## config.mk

```make
export PLATFORM = sky130hd
export DESIGN_NAME = tft43_gram_reader
export DESIGN_NICKNAME = d
export VERILOG_FILES = /design/src/rtl/tft43_gram_reader.sv
export SDC_FILE = /design/constraint.sdc
export NUM_CORES = 1
export LEC_CHECK = 0
export CAP_MARGIN = 20
export CORE_MARGIN = 2
export CORE_UTILIZATION = 40
export DETAILED_ROUTE_END_ITERATION = 16
export PLACE_DENSITY = 0.77
export REMOVE_ABC_BUFFERS = 1
export SLEW_MARGIN = 20
export SYNTH_ARGS = -nofsm -noshare
export SYNTH_HDL_FRONTEND = slang
export SYNTH_SLANG_ARGS = --single-unit
export TNS_END_PERCENT = 10
```

## constraint.sdc

```tcl
create_clock -name clk -period 3.1 [get_ports clk]
set_input_delay 0.31 -clock clk [delete_from_list [all_inputs] [get_ports clk]]
set_output_delay 0.31 -clock clk [all_outputs]
set_load 0.02 [all_outputs]
```

## src/rtl/tft43_gram_reader.sv

```systemverilog
// 8080-style read-path master for the 4.3'' TFT panel: command write, bus turnaround, N read strobes.
// Optional macro TFT43_RD_DUMMY_EN inserts one discarded read strobe after the turnaround.
module tft43_gram_reader #(
    parameter int unsigned WR_LOW  = 2,
    parameter int unsigned WR_HIGH = 2,
    parameter int unsigned RD_LOW  = 4,
    parameter int unsigned RD_HIGH = 4
) (
    input  logic        clk,
    input  logic        rst_n,
    input  logic        en,
    input  logic        iStart,
    input  logic [15:0] iCmd,
    input  logic [19:0] iCount,
    input  logic        iReady,
    output logic [15:0] oData,
    output logic        oValid,
    output logic        oBusy,
    output logic        oDone,
    output logic        LCD_CS,
    output logic        LCD_RS,
    output logic        LCD_WR,
    output logic        LCD_RD,
    output logic [15:0] LCD_DATA_O,
    output logic        LCD_DATA_OE,
    input  logic [15:0] LCD_DATA_I
);

    typedef enum logic [2:0] {
        S_IDLE,
        S_CMD_LO,
        S_CMD_HI,
        S_TURN,
        S_RD_LO,
        S_RD_HI,
        S_WAIT_RDY,
        S_FINISH
    } state_t;

    localparam logic [15:0] WL_LAST = 16'(WR_LOW - 1);
    localparam logic [15:0] WH_LAST = 16'(WR_HIGH - 1);
    localparam logic [15:0] RL_LAST = 16'(RD_LOW - 1);
    localparam logic [15:0] RH_LAST = 16'(RD_HIGH - 1);

    state_t      state_q, state_d;
    logic [15:0] cnt_q, cnt_d;
    logic [19:0] rem_q, rem_d;
    logic [15:0] cmd_q, cmd_d;
    logic [15:0] data_q, data_d;
    logic        valid_q, valid_d;
    logic        dummy_q, dummy_d;
    logic        accept;

    always_ff @(posedge clk or negedge rst_n) begin
        if (!rst_n) begin
            state_q <= S_IDLE;
            cnt_q   <= '0;
            rem_q   <= '0;
            cmd_q   <= '0;
            data_q  <= '0;
            valid_q <= 1'b0;
            dummy_q <= 1'b0;
        end else begin
            state_q <= state_d;
            cnt_q   <= cnt_d;
            rem_q   <= rem_d;
            cmd_q   <= cmd_d;
            data_q  <= data_d;
            valid_q <= valid_d;
            dummy_q <= dummy_d;
        end
    end

    always_comb begin
        state_d = state_q;
        cnt_d   = cnt_q + 16'd1;
        rem_d   = rem_q;
        cmd_d   = cmd_q;
        data_d  = data_q;
        valid_d = valid_q;
        dummy_d = dummy_q;
        accept  = valid_q & iReady;

        // rem_d already reflects this cycle's acceptance when the branch decisions below read it
        if (accept) begin
            valid_d = 1'b0;
            if (rem_q != '0) rem_d = rem_q - 20'd1;
        end

        case (state_q)
            S_IDLE: begin
                cnt_d = '0;
                if (en && iStart) begin
                    cmd_d   = iCmd;
                    rem_d   = iCount;
                    state_d = S_CMD_LO;
                end
            end
            S_CMD_LO: begin
                if (cnt_q == WL_LAST) begin
                    cnt_d   = '0;
                    state_d = S_CMD_HI;
                end
            end
            S_CMD_HI: begin
                if (cnt_q == WH_LAST) begin
                    cnt_d   = '0;
                    state_d = S_TURN;
                end
            end
            S_TURN: begin
                cnt_d = '0;
                if (rem_q == '0) begin
                    state_d = S_FINISH;
                end else begin
                    state_d = S_RD_LO;
`ifdef TFT43_RD_DUMMY_EN
                    dummy_d = 1'b1;
`else
                    dummy_d = 1'b0;
`endif
                end
            end
            S_RD_LO: begin
                if (cnt_q == RL_LAST) begin
                    cnt_d   = '0;
                    state_d = S_RD_HI;
                    dummy_d = 1'b0;
                    if (!dummy_q) begin
                        data_d  = LCD_DATA_I;
                        valid_d = 1'b1;
                    end
                end
            end
            S_RD_HI: begin
                if (cnt_q == RH_LAST) begin
                    cnt_d = '0;
                    if (valid_q && !iReady) state_d = S_WAIT_RDY;
                    else if (rem_d == '0)   state_d = S_FINISH;
                    else                    state_d = S_RD_LO;
                end
            end
            S_WAIT_RDY: begin
                cnt_d = '0;
                if (accept) state_d = (rem_d == '0) ? S_FINISH : S_RD_LO;
            end
            S_FINISH: begin
                cnt_d   = '0;
                state_d = S_IDLE;
            end
            default: begin
                cnt_d   = '0;
                state_d = S_IDLE;
            end
        endcase

        // Abort: oData keeps its last value, everything else returns to idle
        if (!en && state_q != S_IDLE) begin
            state_d = S_IDLE;
            cnt_d   = '0;
            valid_d = 1'b0;
            dummy_d = 1'b0;
        end
    end

    always_comb begin
        LCD_CS      = 1'b1;
        LCD_RS      = 1'b1;
        LCD_WR      = 1'b1;
        LCD_RD      = 1'b1;
        LCD_DATA_OE = 1'b0;
        LCD_DATA_O  = '0;
        oBusy       = 1'b0;
        oDone       = 1'b0;
        case (state_q)
            S_CMD_LO: begin
                LCD_CS      = 1'b0;
                LCD_RS      = 1'b0;
                LCD_WR      = 1'b0;
                LCD_DATA_OE = 1'b1;
                LCD_DATA_O  = cmd_q;
                oBusy       = 1'b1;
            end
            S_CMD_HI: begin
                LCD_CS      = 1'b0;
                LCD_RS      = 1'b0;
                LCD_DATA_OE = 1'b1;
                LCD_DATA_O  = cmd_q;
                oBusy       = 1'b1;
            end
            S_TURN, S_RD_HI, S_WAIT_RDY: begin
                LCD_CS = 1'b0;
                oBusy  = 1'b1;
            end
            S_RD_LO: begin
                LCD_CS = 1'b0;
                LCD_RD = 1'b0;
                oBusy  = 1'b1;
            end
            S_FINISH: oDone = 1'b1;
            default: ;
        endcase
    end

    assign oData  = data_q;
    assign oValid = valid_q;

endmodule

```

==> out/qor.yml <==
gp_congestion: 0.914
synth-xor-area-share: 0.0714
finalCriticalPeriod_ps: 2720
core_area_mm2: 0.00924
synth_top_cell_by_area: "dfrtp_1"
grt_antenna_before_repair: 0
first_iter_violations: 182
clk_latency_ps: 360
syn_inst: 414
hold_path_class: "input pin to flop"
rsz0062_at_grt: "no"
grt_max_degree: 44
power.density_mw_per_mm2: 717
p_leak_nw: 2.10
syn_to_final_growth_pct: 34.0
cts_root_buf: "clkbuf_8"
crit_arrival_ps: 2990
post-route-period-util: 0.878
seqCellArea_mm2: 0.00180
clk_transition_reported_paths_ps: 80
synth_fa_ha_area_frac: 0.0132
synth_compound_area_frac: 0.0941
setup_viol: 0
met1Wirelength_mm: 4.03
drv_slew: 0
start_util: 0.411
highest_layer: "met4"
fin_skew_ps: 14.7
r2r_slack_ps: 380
grt_pass1_vias: 3432
drc: 0
drv_cap: 0
syn-cell-area_mm2: 0.00380
synth_edf_count: 0
row_count: 35
wl_met3_um: 688
multi_input_area_mm2: 0.00190
drt-vias-per-instance: 5.04
mostFrequentLayoutCells: "clkdlybuf4s50_1 (95), nand2_1 (90), dfrtp_1 (72), nor2_1 (44), and2_1 (18)"
portBuffers: 96
wirelength_mm: 9.82
worstPathRequired_ps: 3370
tns_ps: 0
met2_length_mm: 4.95
die_area_mm2: 0.0103
dpl-instance-area_mm2: 0.00490
seq_area_frac_synth: 0.474
die_y_um: 101
cp-end-kind: "flop"
fill_cells: 820
synth_seq_cells: 72
worstMarginPinSlew_ps: 561
slew_headroom: 0.626
synth_mux_area_frac: 0.0474
h-tree-depth: 3
dpl.hpwl_mm: 7.26
vias: 3253
drive_above_1_share: 0.101
ys_warn_count: 0
grt_use_total: 0.203
cts_setup_buffers: 0
outcome: "finished clean"
cp-start-kind: "flop"
synth_top_area_frac: 0.474
die_w_um: 101
final_cell_area_mm2: 0.00509
yosys.area_share.simple: 0.273
synth_ff_type: "dfrtp_1"
cts_tree: "done"
cts_sinks: 72
ir_drop_mv: 0.369
avgSynthCellArea_um2: 9.18
diodes: 0
ant_nets: 0
async_flop_share: 1.00
fin_nets: 573
grt_pass1_wl_mm: 16.2
ys_types: 48
fmax_mhz: 367
wire_per_inst_um: 15.2
synth.area.top_cells: "dfrtp_1 (47%), nand2_1 (8.9%), mux2_2 (4.7%), nor2_1 (4.3%), xor2_1 (3.7%)"
hold_viol_final: 0
cp_max_fo: 7
cts-buffers-inserted: 9
synth_top_family_by_area: "simple AND/OR/NAND/NOR gates"
setup.worst_path.class: "flop to flop"
num_io_pins: 97
clockBufferDepth: 2
first_pass_iters: 4
layout_commonest_cell: "clkdlybuf4s50_1"
grt_overflow: 0
-- state kept, by name, summed over array words and instances, names as in the netlist --
name / count
oValid: 1
cnt_q: 16
cmd_q: 16
state_q: 3
rem_q: 20
oData: 16
-- power breakdown --
| part | internal, mW | leakage (nW) | switching (mW) |
|---|---|---|---|
| logic | 0.682 | 1.11 | 0.801 |
| registers | 1.19 | 0.903 | 0.294 |
| clock network | 0.318 | 0.0903 | 0.368 |
| total | 2.19 | 2.10 | 1.46 |
-- routing by layer --
| layer | up-vias | global-route usage |
|---|---|---|
| met1 | 1543 | 0.233 |
| met4 | 0 | 0.0738 |
| met3 | 14 | 0.0683 |
| met2 | 104 | 0.353 |
| met5 | - | 0 |
| li1 | 1592 | - |
-- area by class of cell --
cell class | instances | area share
Timing Repair Buffer | 104 | 0.200
Inverter | 9 | 0.00663
Clock buffer | 11 | 0.0278
Tap cell | 129 | 0.0317
Clock inverter | 5 | 0.00761
Multi-Input combinational cell | 316 | 0.373
Sequential cell | 72 | 0.354
-- final timing paths --
path                            from          to  cells past startpoint
max                        rem_q[10]  state_q[1]                      8
min                          iCmd[7]    cmd_q[7]                      3
max reg2reg                rem_q[10]  state_q[1]                      8
min reg2reg                 cmd_q[7]    cmd_q[7]                      2
max in group asynchronous      rst_n    cmd_q[8]                      3
min in group asynchronous      rst_n    rem_q[7]                      2
-- repair_timing --
action	in CTS	in global routing
endpoints found under the setup margin	0	0
endpoints found under the hold margin	22	0
hold buffers	1	0
gates resized for setup	0	0
-- cells in the mapped netlist (3+ instances only) --
cell      number
nand2_1       90
dfrtp_1       72
nor2_1        44
and2_1        18
mux2_2        16
o21ai_0       16
xor2_1        16
xnor2_1       15
a21oi_1       13
clkbuf_1      13
nand3_1       13
nor3_1        10
inv_1          9
and3_1         8
nor4_1         5
ha_1           4
o21a_1         4
buf_2          3
nand4_1        3
o211ai_1       3
or4_1          3
-- cells by family after synthesis --
group,count (synthesis)
DFF,72
muxes,16
and+or+nand+nor,213
adders and majority gates,4
xor gates and xnor gates,31
AOI/OAI and AO/OA,52
buffers and inverters,26
-- worst max-delay path, stage by stage, from the launching register on --
cell      delay [ps]
dfrtp_1          470
nor4_2           440
nand3_2          270
nor4_4           480
nand3_2          180
a221oi_1         260
and3_1           210
nand4_2          120
a311oi_2         220
-- per-stage QoR --
stage	setup WS, ps	std cells	utilization	hold WS (ps)	total power, mW
3_5_place_dp	318	629	0.531	342	2.98
3_3_place_gp	366	629	0.531	339	2.94
4_1_cts	364	646	0.551	448	3.69
5_1_grt	229	646	0.551	467	3.92
6_report	379	646	0.551	462	3.65
2_1_floorplan	741	397	-	14.4	2.33
Note: power is estimated with default switching activity, not from simulation.
